**src/rtl/lookup3_stream.sv**
```systemverilog
// Streaming Jenkins lookup3 (hashlittle) engine: 12-byte key beats in, 32-bit hash out.
// STEPS_PER_CYCLE mix/final lines are chained combinationally in each clock.
module lookup3_stream #(
  parameter int          STEPS_PER_CYCLE = 1,
  parameter logic [31:0] INITVAL         = 32'h0,
  parameter int          MAX_KEY_BYTES   = 250
) (
  input  logic        CLK,
  input  logic        RST,
  input  logic [7:0]  key_length,
  input  logic [31:0] k0,
  input  logic [31:0] k1,
  input  logic [31:0] k2,
  input  logic        key_valid,
  output logic        key_ready,
  output logic [31:0] hashkey,
  output logic        hash_err,
  output logic        hash_valid,
  input  logic        hash_ready
);

  localparam int         S       = STEPS_PER_CYCLE;
  localparam logic [7:0] MAX_LEN = 8'(MAX_KEY_BYTES);
  localparam logic [3:0] S_W     = 4'(S);

  if (!(S == 1 || S == 2 || S == 3 || S == 6) || MAX_KEY_BYTES < 0 || MAX_KEY_BYTES > 255) begin : g_bad_param
    $fatal(1, "lookup3_stream: STEPS_PER_CYCLE must be 1, 2, 3 or 6 and MAX_KEY_BYTES 0..255");
  end

  typedef enum logic [2:0] {IDLE, LOAD, MIX, FINAL, DONE} state_t;

  function automatic logic [31:0] rotl(input logic [31:0] x, input int n);
    return (x << n) | (x >> (32 - n));
  endfunction

  function automatic logic [95:0] mix_line(input logic [3:0] idx, input logic [95:0] abc);
    logic [31:0] a, b, c;
    {a, b, c} = abc;
    case (idx)
      4'd0: begin a = a - c; a = a ^ rotl(c, 4);  c = c + b; end
      4'd1: begin b = b - a; b = b ^ rotl(a, 6);  a = a + c; end
      4'd2: begin c = c - b; c = c ^ rotl(b, 8);  b = b + a; end
      4'd3: begin a = a - c; a = a ^ rotl(c, 16); c = c + b; end
      4'd4: begin b = b - a; b = b ^ rotl(a, 19); a = a + c; end
      4'd5: begin c = c - b; c = c ^ rotl(b, 4);  b = b + a; end
      default: ;
    endcase
    return {a, b, c};
  endfunction

  // Indices past the seventh line pass through, so the last FINAL cycle may be partial.
  function automatic logic [95:0] final_line(input logic [3:0] idx, input logic [95:0] abc);
    logic [31:0] a, b, c;
    {a, b, c} = abc;
    case (idx)
      4'd0: begin c = c ^ b; c = c - rotl(b, 14); end
      4'd1: begin a = a ^ c; a = a - rotl(c, 11); end
      4'd2: begin b = b ^ a; b = b - rotl(a, 25); end
      4'd3: begin c = c ^ b; c = c - rotl(b, 16); end
      4'd4: begin a = a ^ c; a = a - rotl(c, 4);  end
      4'd5: begin b = b ^ a; b = b - rotl(a, 14); end
      4'd6: begin c = c ^ b; c = c - rotl(b, 24); end
      default: ;
    endcase
    return {a, b, c};
  endfunction

  state_t      state_reg;
  logic [31:0] a_reg, b_reg, c_reg;
  logic [7:0]  rem_reg;
  logic [2:0]  line_reg;
  logic        err_reg;
  logic        key_ready_reg;
  logic        hash_valid_reg;
  logic        hash_err_reg;
  logic [31:0] hashkey_reg;

  // Block rule operands: the first beat works from the freshly seeded state.
  logic        first_beat;
  logic [31:0] seed;
  logic [7:0]  rem_base;
  logic [31:0] a_base, b_base, c_base;
  logic [95:0] beat_mask, beat_words;
  logic [31:0] a_blk, b_blk, c_blk;

  assign first_beat = (state_reg == IDLE);
  assign seed       = 32'hDEADBEEF + {24'd0, key_length} + INITVAL;
  assign rem_base   = first_beat ? key_length : rem_reg;
  assign a_base     = first_beat ? seed : a_reg;
  assign b_base     = first_beat ? seed : b_reg;
  assign c_base     = first_beat ? seed : c_reg;

  for (genvar gi = 0; gi < 12; gi++) begin : g_byte_mask
    assign beat_mask[gi*8 +: 8] = (rem_base > 8'(gi)) ? 8'hFF : 8'h00;
  end

  assign beat_words = {k2, k1, k0} & beat_mask;
  assign a_blk      = a_base + beat_words[31:0];
  assign b_blk      = b_base + beat_words[63:32];
  assign c_blk      = c_base + beat_words[95:64];

  // Combinational chain of S consecutive lines starting at line_reg.
  logic [95:0] chain [0:S];
  logic [3:0]  line_sum;
  logic [31:0] a_step, b_step, c_step;

  assign chain[0] = {a_reg, b_reg, c_reg};

  for (genvar gi = 0; gi < S; gi++) begin : g_step
    logic [3:0] idx;
    assign idx          = {1'b0, line_reg} + 4'(gi);
    assign chain[gi+1]  = (state_reg == MIX) ? mix_line(idx, chain[gi]) : final_line(idx, chain[gi]);
  end

  assign {a_step, b_step, c_step} = chain[S];
  assign line_sum = {1'b0, line_reg} + S_W;

  always_ff @(posedge CLK or posedge RST) begin
    if (RST) begin
      state_reg      <= IDLE;
      a_reg          <= 32'd0;
      b_reg          <= 32'd0;
      c_reg          <= 32'd0;
      rem_reg        <= 8'd0;
      line_reg       <= 3'd0;
      err_reg        <= 1'b0;
      key_ready_reg  <= 1'b0;
      hash_valid_reg <= 1'b0;
      hash_err_reg   <= 1'b0;
      hashkey_reg    <= 32'd0;
    end else begin
      case (state_reg)
        IDLE, LOAD: begin
          if (key_valid && key_ready_reg) begin
            a_reg         <= a_blk;
            b_reg         <= b_blk;
            c_reg         <= c_blk;
            line_reg      <= 3'd0;
            key_ready_reg <= 1'b0;
            if (first_beat) begin
              err_reg <= (key_length > MAX_LEN);
            end
            if (rem_base > 8'd12) begin
              rem_reg   <= rem_base - 8'd12;
              state_reg <= MIX;
            end else if (rem_base != 8'd0) begin
              rem_reg   <= 8'd0;
              state_reg <= FINAL;
            end else begin
              state_reg <= DONE;
            end
          end else begin
            key_ready_reg <= 1'b1;
          end
        end

        MIX: begin
          a_reg <= a_step;
          b_reg <= b_step;
          c_reg <= c_step;
          if (line_sum >= 4'd6) begin
            line_reg      <= 3'd0;
            state_reg     <= LOAD;
            key_ready_reg <= 1'b1;
          end else begin
            line_reg <= line_sum[2:0];
          end
        end

        FINAL: begin
          a_reg <= a_step;
          b_reg <= b_step;
          c_reg <= c_step;
          if (line_sum >= 4'd7) begin
            line_reg       <= 3'd0;
            state_reg      <= DONE;
            hash_valid_reg <= 1'b1;
            hashkey_reg    <= c_step;
            hash_err_reg   <= err_reg;
          end else begin
            line_reg <= line_sum[2:0];
          end
        end

        DONE: begin
          // A zero-length key enters here without a result; publish it one cycle later.
          if (!hash_valid_reg) begin
            hash_valid_reg <= 1'b1;
            hashkey_reg    <= c_reg;
            hash_err_reg   <= err_reg;
          end else if (hash_ready) begin
            hash_valid_reg <= 1'b0;
            state_reg      <= IDLE;
            key_ready_reg  <= 1'b1;
          end
        end

        default: begin
          state_reg     <= IDLE;
          key_ready_reg <= 1'b0;
        end
      endcase
    end
  end

  assign key_ready  = key_ready_reg;
  assign hashkey    = hashkey_reg;
  assign hash_err   = hash_err_reg;
  assign hash_valid = hash_valid_reg;

endmodule

```
**config.mk**
```make
export PLATFORM = sky130hd
export DESIGN_NAME = lookup3_stream
export DESIGN_NICKNAME = d
export VERILOG_FILES = /design/src/rtl/lookup3_stream.sv
export SDC_FILE = /design/constraint.sdc
export NUM_CORES = 2
export LEC_CHECK = 0
export ABC_CLOCK_PERIOD_IN_PS = 14300
export CAP_MARGIN = 5
export CORE_MARGIN = 1
export CORE_UTILIZATION = 45
export DETAILED_ROUTE_END_ITERATION = 7
export DONT_BUFFER_PORTS = 1
export PLACE_DENSITY = 0.57
export SLEW_MARGIN = 20
export SYNTH_ARGS = -nofsm -noshare
export SYNTH_HDL_FRONTEND = slang
export SYNTH_SLANG_ARGS = --single-unit
```
**constraint.sdc**
```tcl
create_clock -name CLK -period 14.3 [get_ports CLK]
set_input_delay 2.145 -clock CLK [delete_from_list [all_inputs] [get_ports CLK]]
set_output_delay 2.145 -clock CLK [all_outputs]
set_load 0.01 [all_outputs]
```
## Word level (Yosys, flattened, before mapping)

Index checks and enable logic that the tools add are counted.

- Register bits: 146
- Input bits: 108
- Output and inout port bits: 35

- Add/sub/neg operators: 19
- Magnitude comparators: 16
- Equality and inequality tests: 20
- Multiplexer cells: 58
- Bitwise operators: 23
- Reductions and logical operators: 23

Operators by type and width:

| kind | count |
|---|---|
| 32-bit one-hot mux with 2 select lines | 6 |
| 32-bit one-hot mux with 3 select lines | 4 |
| 32-bit subtractor | 10 |
| 32-bit XOR | 9 |
| 32-bit two-way mux | 8 |
| 32-bit adder | 6 |
| 8-bit two-way mux | 15 |
| 96-bit AND | 1 |
| 96-bit two-way mux | 1 |
| 32-bit by 14-bit bitwise OR with 32-bit output | 2 |
| 32-bit by 16-bit bitwise OR with 32-bit output | 2 |
| 32-bit by 4-bit bitwise OR with 32-bit output | 2 |
| 8-bit by 4-bit > comparator with 1-bit output (second input constant) | 5 |
| 31-bit by 9-bit adder with 32-bit output (first input constant) | 1 |
| 8-bit by 3-bit > comparator with 1-bit output (second input constant) | 4 |
| 32-bit by 11-bit bitwise OR with 32-bit output | 1 |
| 32-bit by 19-bit bitwise OR with 32-bit output | 1 |
| 32-bit by 24-bit bitwise OR with 32-bit output | 1 |
| 32-bit by 25-bit bitwise OR with 32-bit output | 1 |
| 32-bit by 6-bit bitwise OR with 32-bit output | 1 |
| 32-bit by 8-bit bitwise OR with 32-bit output | 1 |
| 3-bit two-way mux | 10 |
| 8-bit by 1-bit > comparator with 1-bit output (second input constant) | 2 |
| 8-bit by 2-bit > comparator with 1-bit output (second input constant) | 2 |
| other kinds (28) | 63 |

## Logic depth before layout (Yosys ltp)

- Word-level depth: 8
- Gate-level depth with buffers: 21
- Gate-level depth less buffers: 20

## Worst setup path before layout

OpenSTA, ideal clock, no wires.

- Kind: input-to-reg
- From: input port key_length[6]
- To: register a_reg[30]
- Arrival time: 5.873 ns
- Slack: 8.286 ns
- Stages on the path: 18
- Buffers on the path: 0
- Cell sequence: nor3_1 nand2_1 o22ai_2 and2_1 nand2_1 and2_1 ha_1 fa_1 a211oi_1 o21ai_0 nor3b_1 nor3_1 o211ai_1 a21oi_1 o21ai_0 o31ai_1 mux2i_1 a32oi_1

- Longest elaborated chain between the ends: 7
- Elaborated cells on any way between the ends: 15
- Classes of those cells: add/sub: 2; order compare: 4; mux: 8; bitwise: 1

Ends and longest elaborated chain:

| element | RTL line | RTL |
|---|---|---|
| from (decl) | 10 | `input logic [7:0] key_length,` |
| branches (longest 4 deep; another with 31-bit by 9-bit adder with 32-bit output) | -- |  |
| 32-bit adder (*) | 98 | `assign a_blk = a_base + beat_words[31:0];` |
| 32-bit two-way mux (*) | 134 | `if (key_valid && key_ready_reg) begin` |
| 32-bit one-hot mux with 2 select lines (*) | 132 | `case (state_reg)` |
| to (signal assigned) | 135 | `a_reg <= a_blk;` |
| to (signal assigned) | 158 | `a_reg <= a_step;` |
| to (signal assigned) | 171 | `a_reg <= a_step;` |
| to (decl) | 69 | `logic [31:0] a_reg, b_reg, c_reg;` |

Every way passes the cells marked *. The select of a mux whose other input is x is not followed.
A chain may end at the register's enable or synchronous reset.

## Worst setup path after layout

- From: input port key_length[2]
- To: register a_reg[30]

Same word-level chain as after synthesis.

==> metrics <==
status=finished, final reports clean; Overflow after GRT=0; Sinks on Clock Net=between 100 and 150; Final Cycle Share=46.3%; sequential cell area fraction in the yosys report=11.3%; buffer cell driving the clock tree root=clkbuf_16; number of flops mapped to enable cells by yosys=0; CTS tree=yes; Critical Path Sink Type=flip-flop; combined area of the multi-input logic cells=about 27000 sq um; DRC marker count from the first detailed-route iteration=4552; total wirelength of the detailed-routed design=166000 um; Bufs on Longest Clock Path=2; most frequent cells in the layout=a21oi_1 (450), nor2_1 (403), ha_1 (383); via count=36500; final weighted congestion in routability-driven placement=1.02; vias in the first global route=around 34000; first-pass GRT wire length=~240000 um; number of CTS-inserted buffers=17; average cell area after synthesis=7.16 sq um; terminus of the critical flop-to-flop path=b_reg[31]$_DFFE_PP0P_; Reg2Reg Setup Slack=7.72 ns; die height=270 um; post-synth top area cell=ha_1; post-synthesis register bit count=146; count of TritonRoute iterations in the first routing pass=6; maximum level of the CTS H-tree=4; final slew viol count=0; Worst EP required=between 10 and 15 ns; Yosys top cell area share=14.8%; number of gates resized after cts=0; Detailed Place HPWL=127000 um; clock period minus worst slack=6.61 ns; clock network latency to the later pin of the worst-skew pair=about 0.53 ns; wire per inst=just over 30 um; post-layout utilization of the core=47.9%; Syn-to-layout area delta=5.43%; # hold bufs at CTS=0; total of warnings raised by yosys=0; start point of the critical path=key_length[2]; achievable frequency=151 MHz; number of placement rows=98; post-synthesis instance area=32400 sq um; sequential cell area=3650 sq um; net count of the finished layout=4901; post-route setup TNS=0 ns; Core ar.=about 71000 sq um; Critical Setup Path Class=primary input to flip-flop; distinct cell type count of the synthesized netlist=93; share of cells above drive strength 1=4.72%; horizontal die dimension=between 200 and 300 um; Rel. slew slack=24.0%; initial standard-cell utilization of the core=45.4%; Post-Syn Nets=5028; final-report setup violation count=0; count of final hold-check violations=0; share of flip-flops with an asynchronous set or reset=100%; clock transition at the register clock pins on the worst setup and hold paths after CTS=0.08 ns; RSZ-0062 raised after global routing=false; global-route usage over all layers=44.0%; DRT antenna net count=0; max-cap check violation count=0; initial antenna violation count=17; prevailing post-synth register cell=dfrtp_1; die area=roughly 73000 sq um; type of the tightest min-delay check=flip-flop to flip-flop; slew at the pin with the worst max-slew slack=approximately 1.1 ns; Setup crit end=a_reg[30]$_DFFE_PP0P_; post-CTS setup buffer count=0; R2R cell count=17; maximum fanout count along the critical path=12; via/cell ratio=just under 7; I/O pin count=143; reg-to-reg startpoint=state_reg[1]$_DFFE_PP0P_; most common cell after layout, fill and taps aside=a21oi_1; type of origin of the critical path=primary input; number of remaining DRC errors=0; number of instances in the synthesized netlist=4524; maximum number of pins on one net before global-route repair=74; port buffer count=0; final setup skew=0.0283 ns; data arrival at the endpoint of the critical path=6.98 ns; cells taking the most area after synthesis=ha_1 (15%), dfrtp_1 (11%), xnor2_1 (7.8%); fill cell count=7450
-- through the flow --
step	setup slack [ns]	instance area, sq um	std cells	hold slack (ns)
floorplan	8.23	32400	4524	0.439
global placement	7.38	33500	5328	0.480
detailed placement	7.31	33500	5328	0.481
CTS	7.84	34100	5360	0.499
global route	7.37	34100	5365	0.513
finish	7.69	34200	5369	0.500
-- worst max-delay path: stages --
cell and delay, ns:
mux2i_1 0.69, and2_1 0.24, nand2_1 0.31, and2_1 0.30, ha_1 0.24, fa_1 0.49
a211oi_1 0.36, o21ai_0 0.19, nor3b_1 0.18, nor3_1 0.49, o211ai_1 0.24, a21oi_1 0.26
o21ai_0 0.19, o31ai_1 0.29, mux2i_1 0.23, a32oi_1 0.11
-- metal layers --
| layer | up-vias | routed length (um) | global-route usage (%) |
|---|---|---|---|
| li1 | 16300 | - | - |
| met1 | 17300 | 65800 | 56.5 |
| met2 | 2285 | 67300 | 63.2 |
| met3 | 583 | 19300 | 11.6 |
| met4 | 10 | 13900 | 31.7 |
| met5 | - | 67 | 0 |
-- worst min path at each step --
stage,depth (start not counted),from,end,slack [ns]
4_1_cts,2,rem_reg[1]$_DFFE_PP0P_,rem_reg[1]$_DFFE_PP0P_,0.50
6_report,2,rem_reg[1]$_DFFE_PP0P_,rem_reg[1]$_DFFE_PP0P_,0.50
2_1_floorplan,2,err_reg$_DFFE_PP0P_,hash_err$_DFFE_PP0P_,0.44
5_1_grt,2,rem_reg[1]$_DFFE_PP0P_,rem_reg[1]$_DFFE_PP0P_,0.51
3_3_place_gp,2,rem_reg[1]$_DFFE_PP0P_,rem_reg[1]$_DFFE_PP0P_,0.48
3_5_place_dp,2,rem_reg[1]$_DFFE_PP0P_,rem_reg[1]$_DFFE_PP0P_,0.48
-- cells in the mapped netlist, types with 12 or more instances --
cell type and instances:
clkbuf_1 199, o21bai_1 56, o221ai_1 13, o211ai_1 66
o21a_1 47, nor4_1 28, nand4_1 30, or2_2 19
or3_1 37, o41ai_1 19, nor3_1 92, o22ai_1 26
a211oi_1 83, mux2i_1 185, dfrtp_1 146, buf_1 27
a221oi_1 71, and3_1 24, o31a_1 12, fa_1 12
o21ai_0 297, and2_1 77, a21boi_0 22, a21o_1 110
a22oi_1 28, a211o_1 23, xnor2_1 288, nand3_1 71
xor2_1 76, nor2_1 412, a31oi_1 62, clkinv_1 15
nand2_1 385, nand2b_1 56, ha_1 384, nor2b_1 67
a21oi_1 452, inv_1 250, o31ai_1 40
-- layout make-up --
class | instances | share of cell area (%)
antenna | 9 | 0.0659
multi-input combinational | 3875 | 79.0
clock inverter | 15 | 0.524
inverter | 267 | 2.95
clock buffer | 17 | 1.25
tap | 950 | 3.48
sequential | 146 | 10.7
timing repair buffer | 90 | 2.01
-- cell families after synthesis --
logic type | Yosys count | share of synthesized area (%)
DFF | 146 | 11.3
buffers and inverters | 503 | 5.87
and+or+nand+nor | 1347 | 19.6
muxes | 189 | 5.86
xor gates and xnor gates | 364 | 9.84
adders and majority gates | 396 | 15.6
AOI/OAI and AO/OA | 1579 | 32.0
Power is left out: the tool's default activity adds up to more than one toggle a clock period on the data nets, which glitch-free logic cannot reach.
